### src/rtl/m0_pkg.sv
// m0_pkg: shared definitions for the Cortex-M0 register-list transfer path.
//   - state_t          : sequencer FSM states
//   - WORD_BYTES       : bytes per transfer
//   - REG_LR / REG_PC  : architectural indices for list bits 8 and 9
//   - list_bit_to_reg(): maps a register-list bit position to a register index
package m0_pkg;

  typedef enum logic [1:0] {
    ST_IDLE = 2'd0,
    ST_XFER = 2'd1,
    ST_DONE = 2'd2
  } state_t;

  localparam int WORD_BYTES = 4;

  localparam logic [3:0] REG_LR = 4'd14;
  localparam logic [3:0] REG_PC = 4'd15;

  // List bit positions that do not map 1:1 onto register numbers
  localparam int LIST_BIT_LR = 8;
  localparam int LIST_BIT_PC = 9;

  function automatic logic [3:0] list_bit_to_reg(input int b);
    if (b == LIST_BIT_LR) begin
      return REG_LR;
    end else if (b == LIST_BIT_PC) begin
      return REG_PC;
    end else begin
      return 4'(b);
    end
  endfunction

endpackage

### src/rtl/reg_list_seq_lowest_set_idx.sv
// lowest_set_idx: combinational priority encoder for a register list.
// Ports:
//   list     in  LIST_W : remaining register list
//   idx      out 4      : register index of the lowest set bit (0 if list empty)
//   clr_mask out LIST_W : one-hot mask of that bit (all zero if list empty)
module lowest_set_idx
  import m0_pkg::*;
#(
  parameter int LIST_W = 10
) (
  input  logic [LIST_W-1:0] list,
  output logic [3:0]        idx,
  output logic [LIST_W-1:0] clr_mask
);

  // Scan from the top down so the lowest set bit is the one left standing.
  always_comb begin
    idx      = 4'd0;
    clr_mask = '0;
    for (int i = LIST_W - 1; i >= 0; i--) begin
      if (list[i]) begin
        idx         = list_bit_to_reg(i);
        clr_mask    = '0;
        clr_mask[i] = 1'b1;
      end
    end
  end

endmodule

### src/rtl/reg_list_seq.sv
// reg_list_seq: LDM/STM/PUSH/POP register-list transfer sequencer.
// Walks the captured list lowest register first, one word transfer per
// req_valid & req_ready handshake, then pulses done with the base write-back.
// Optional feature macro: REG_LIST_ALIGN_CHECK_EN (fault on unaligned base).
// Ports:
//   clk, rst_n          : clock, asynchronous active-low reset
//   start               : request a sequence (only sampled in IDLE)
//   list_in, base_addr, decr : captured on an accepted start
//   busy                : sequence in progress (through the done cycle)
//   req_valid/req_ready : transfer handshake
//   req_reg, req_addr, req_last : current transfer register, address, final flag
//   done                : one-cycle completion pulse
//   wb_addr             : base write-back value, held until next accepted start
//   fault               : one-cycle alignment fault pulse (0 without the macro)
module reg_list_seq
  import m0_pkg::*;
#(
  parameter int WIDTH_ADDR = 32,
  parameter int LIST_W     = 10
) (
  input  logic                  clk,
  input  logic                  rst_n,
  input  logic                  start,
  input  logic [LIST_W-1:0]     list_in,
  input  logic [WIDTH_ADDR-1:0] base_addr,
  input  logic                  decr,
  output logic                  busy,
  output logic                  req_valid,
  input  logic                  req_ready,
  output logic [3:0]            req_reg,
  output logic [WIDTH_ADDR-1:0] req_addr,
  output logic                  req_last,
  output logic                  done,
  output logic [WIDTH_ADDR-1:0] wb_addr,
  output logic                  fault
);

  state_t                state, state_next;
  logic [LIST_W-1:0]     list_rem;
  logic [WIDTH_ADDR-1:0] addr;
  logic [WIDTH_ADDR-1:0] wb_pend;
  logic [3:0]            cur_idx;
  logic [LIST_W-1:0]     clr_mask;
  logic [3:0]            n_regs;
  logic [WIDTH_ADDR-1:0] offset;
  logic [WIDTH_ADDR-1:0] first_addr;
  logic [WIDTH_ADDR-1:0] wb_calc;
  logic                  start_ok;
  logic                  misaligned;
  logic                  hs;
  logic                  last_bit;

  lowest_set_idx #(.LIST_W(LIST_W)) u_enc (
    .list     (list_rem),
    .idx      (cur_idx),
    .clr_mask (clr_mask)
  );

`ifdef REG_LIST_ALIGN_CHECK_EN
  assign misaligned = (base_addr[1:0] != 2'b00);
`else
  assign misaligned = 1'b0;
`endif

  assign start_ok = (state == ST_IDLE) && start;
  assign hs       = (state == ST_XFER) && req_ready;
  // Only one bit left in the remaining list
  assign last_bit = ((list_rem & ~clr_mask) == '0);

  // Popcount of the incoming list; only meaningful on an accepted start.
  always_comb begin
    n_regs = 4'd0;
    for (int i = 0; i < LIST_W; i++) begin
      n_regs = n_regs + {3'b000, list_in[i]};
    end
  end

  assign offset     = WIDTH_ADDR'(n_regs) * WIDTH_ADDR'(WORD_BYTES);
  assign first_addr = decr ? (base_addr - offset) : base_addr;
  // Decrement-before writes back the lowest address; increment-after the end.
  assign wb_calc    = misaligned ? base_addr :
                      (decr ? (base_addr - offset) : (base_addr + offset));

  always_ff @(posedge clk or negedge rst_n) begin
    if (!rst_n) begin
      state <= ST_IDLE;
    end else begin
      state <= state_next;
    end
  end

  always_comb begin
    state_next = state;
    case (state)
      ST_IDLE: begin
        if (start) begin
          if (misaligned || (list_in == '0)) begin
            state_next = ST_DONE;
          end else begin
            state_next = ST_XFER;
          end
        end
      end
      ST_XFER: begin
        if (req_ready && last_bit) begin
          state_next = ST_DONE;
        end
      end
      ST_DONE: state_next = ST_IDLE;
      default: state_next = ST_IDLE;
    endcase
  end

  always_ff @(posedge clk or negedge rst_n) begin
    if (!rst_n) begin
      list_rem <= '0;
      addr     <= '0;
      wb_pend  <= '0;
      wb_addr  <= '0;
      fault    <= 1'b0;
    end else begin
      fault <= start_ok && misaligned;
      if (start_ok) begin
        list_rem <= misaligned ? '0 : list_in;
        addr     <= first_addr;
        wb_pend  <= wb_calc;
        // Sequences that skip XFER publish the write-back with done at T+1
        if (misaligned || (list_in == '0)) begin
          wb_addr <= wb_calc;
        end
      end else if (hs) begin
        list_rem <= list_rem & ~clr_mask;
        addr     <= addr + WIDTH_ADDR'(WORD_BYTES);
        if (last_bit) begin
          wb_addr <= wb_pend;
        end
      end
    end
  end

  assign busy      = (state != ST_IDLE);
  assign req_valid = (state == ST_XFER);
  assign done      = (state == ST_DONE);
  assign req_reg   = cur_idx;
  assign req_addr  = addr;
  assign req_last  = req_valid && last_bit;

endmodule

### config.mk
export PLATFORM = sky130hd
export DESIGN_NAME = reg_list_seq
export DESIGN_NICKNAME = d
export VERILOG_FILES = /design/src/rtl/m0_pkg.sv /design/src/rtl/reg_list_seq_lowest_set_idx.sv /design/src/rtl/reg_list_seq.sv
export SDC_FILE = /design/constraint.sdc
export NUM_CORES = 1
export LEC_CHECK = 0
export BUFFER_PORTS_ARGS = -buffer_cell sky130_fd_sc_hd__buf_2
export CAP_MARGIN = 25
export CORE_MARGIN = 5
export CORE_UTILIZATION = 61
export CTS_CLUSTER_DIAMETER = 60
export DETAILED_ROUTE_END_ITERATION = 6
export PLACE_DENSITY = 0.95
export SYNTH_ARGS = -nofsm -noshare
export SYNTH_HDL_FRONTEND = slang
export SYNTH_HIERARCHICAL = 1
export SYNTH_SLANG_ARGS = --single-unit
### constraint.sdc
create_clock -name clk -period 4.1 [get_ports clk]
set_clock_uncertainty 0.1 [all_clocks]
set_input_delay 0.41 -clock clk [delete_from_list [all_inputs] [get_ports clk]]
set_output_delay 0.41 -clock clk [all_outputs]
set_load 0.005 [all_outputs]
==> results.md <==
* Largest family of logic cells by synthesized area: simple AND/OR/NAND/NOR gates
* XOR/XNOR Fraction of Synth Area at 0.08623
* Worst Hold Class: in2reg
* H-tree Lvls at 3
* Die area at 0.01355 mm²
* Warnings, synthesis at 6
* Biggest area consumer among synthesized cells: dfrtp_1
* Top-count cell post-synth: nand2_1
* Average cell area after synthesis at 8.720 µm²
* Reg2Reg Depth at 9
* CP max stage cell: fa_1
* Mux cell area share after synthesis at 0.03478
* Final ANT Viol Nets at 0
* Initial Util at 0.6288
* Flops & latches, synth at 108
* Hold path depth at 3
* # port buffers at 118
* Final Max Tran Viols at 0
* Fin crit share at 1.209
* Outcome: finished, violations left
* Final GP Congestion at 1.001
* Clock sink count at 108
* CTS tree: yes
* PnR worst setup slack at -855.5 ps
* Post-synthesis simple-gate area fraction at 0.2447
* Critical-path cell list: buf_6, inv_2, fa_1, fa_1, fa_1, inv_2, ha_4, buf_4, a21o_1, and2_1, inv_1, ha_2, nor3b_2, nand4_2, buf_4, nor3_4, buf_4, xor2_1, a21oi_1, a21oi_1
* Number of max-cap violations at 0
* Pwr/cell area at 685.3 mW/mm²
* Cts bufs inserted at 9
* CTS Buffer Depth at 2
* Grt ovf at 0
* Clk_lat worst skew at 380 ps
* Synth cell types at 75
* Vias in the first global route at 7450
* Post-synthesis adder-cell area fraction at 0.04493
* Critical path class: in2reg
* Largest net degree at the start of global routing at 96
* RSZ-0062 raised after global routing: true
* Residual DRC count at 164
* Final wirelength at 34700 µm
* Final hold violations at 0
* Die Wd at 116.4 µm
* Relative slew margins at 0.2604
* Final HPWL DP at 14390 µm
* Vias at 8612
* Post-synth EDFFs at 0
* Core Region at 0.01098 mm²
* Crit-path max cell delay at 620 ps
* Share of layout cells above drive strength 1 at 0.3912
* Sequential-to-total area share from yosys stat at 0.3913
* Compound-cell area share of the yosys netlist at 0.1386
* FFs w/ async S/R, synth at 1.000
* # rows at 38
* Failing checks: design-rule violations, negative setup slack
* Final Core Density at 0.8835
* Fmax at 0.2018 GHz
* First-pass GRT wire length at 41340 µm
* Final Power at 6.650 mW
* Routed WL per cell at 31.15 µm
* Initial DRC Count at 1953
* DR vias/cell at 7.731
* Layout area overhead at 40.49%
* Fin nets at 1037
* Hold slack at 163.8 ps
* Crit path required time at 4280 ps
* Yosys top cell area share at 0.3913
* Initial antenna violation count at 1
* Root Buffer Master: clkbuf_16
* Final setup fails at 85
* Leakage at 4.382 nW
* Setup WS pre-CTS at -700.1 ps
* Worst vdd ir at 648.4 µV
* Crit start category: input port
* Top post-synthesis cells by area: dfrtp_1 (39%), nand2_1 (6.6%), xnor2_1 (5.3%)
* Tot GR Track Use at 0.4020
* Synth Net Count at 859
* Chip height at 116.4 µm
* Primary FF master, synth: dfrtp_1
* CP max FO at 6
* Drt first pass iters at 7
* Top cells by count, synth: nand2_1 (121), dfrtp_1 (108), nor2_1 (87), xnor2_1 (42), inv_1 (41)
* Critical Path AT at 5130 ps
* Cells after Synth at 792
* Num ports at 120
* Area of the mapped netlist at 0.006907 mm²
* # diodes at 0
* Slew @ Worst Pin at 1109 ps
* Setup crit end kind: flop
* Clock Pin Slew Worst Setup and Hold Paths at 80 ps
* Minimum clock period after layout at 4955 ps
[metrics by stage]
step	area, µm²	setup TNS [ps]	std cells
2_1_floorplan	7072	-9757	792
3_3_place_gp	8034	-35760	1057
3_5_place_dp	8034	-40930	1057
4_1_cts	8962	-10750	1095
5_1_grt	9703	-49850	1114
6_report	9703	-49320	1114
[logic make-up after synthesis]
family          Yosys count
compound gates          142
xor+xnor                 68
fa+ha+maj                20
buf+inv                  93
simple gates            337
mux                      23
other cells               1
flops                   108
[metal layers]
| metal | global-route usage | vias to the layer above | part of all wire |
|---|---|---|---|
| li1 | - | 3091 | - |
| met3 | 0.1005 | 475 | 0.17 |
| met1 | 0.5096 | 3852 | 0.31 |
| met2 | 0.6201 | 1194 | 0.40 |
| met4 | 0.2475 | 0 | 0.12 |
| met5 | 0 | - | 0 |
[layout by cell type, fill, tap and decap left out, types with 14 or more instances in the layout]
cell       n
dfrtp_1  108
buf_2    114
xnor2_1   29
buf_6     35
nand2_1  114
a31oi_1   22
o21ai_0   16
xor2_1    15
o21ai_1   20
buf_4     63
nand3_1   14
inv_1     36
nor2_1    77
[registers in the layout (all words and copies together), names as in the netlist]
register and count:
wb_addr 32, list_rem 10, req_addr 32, wb_pend 32, state 2
[cell type report]
class,instances,area [µm²]
Clock inverter,4,51.30
Multi-Input combinational cell,591,4822
Inverter,41,156.4
Fill cell,377,1280
Timing Repair Buffer,219,1563
Clock buffer,11,232.7
Tap cell,140,175.2
Sequential cell,108,2703
[timing repair]
| action | in CTS | in global routing |
|---|---|---|
| resized for setup | 95 | 115 |
| endpoints found under the hold margin | 33 | 0 |
| hold buffers | 1 | 0 |
| pin swaps | 41 | 59 |
| cloned | 1 | 0 |
| buffers inserted | 21 | 25 |
| endpoints found under the setup margin | 70 | 83 |
[final timing paths]
check,startpoint,to,slack (ps)
worst min register to register,wb_pend[13],wb_pend[13],370
worst min-delay path,base_addr[0],req_addr[0],160
max in group asynchronous,rst_n,wb_addr[30],2530
min in group asynchronous,rst_n,wb_addr[5],410
worst max-delay path,list_in[0],req_addr[23],-860
worst max register to register,list_rem[0],wb_addr[16],380
[power by group]
part | switching [mW] | internal [mW] | leakage, nW
combinational | 2.06 | 1.61 | 2.91
sequential | 0.512 | 1.55 | 1.33
clock | 0.444 | 0.472 | 0.136
[critical path: cells and delay by family]
| family | cells | cell delay [ps] |
|---|---|---|
| AO/OA/AOI/OAI | 3 | 550 |
| XOR/XNOR | 1 | 210 |
| adder cells (fa/ha/maj) | 5 | 1970 |
| buffers and inverters | 7 | 930 |
| AND/OR/NAND/NOR | 4 | 1070 |
Power figures use the tool's default switching activity.
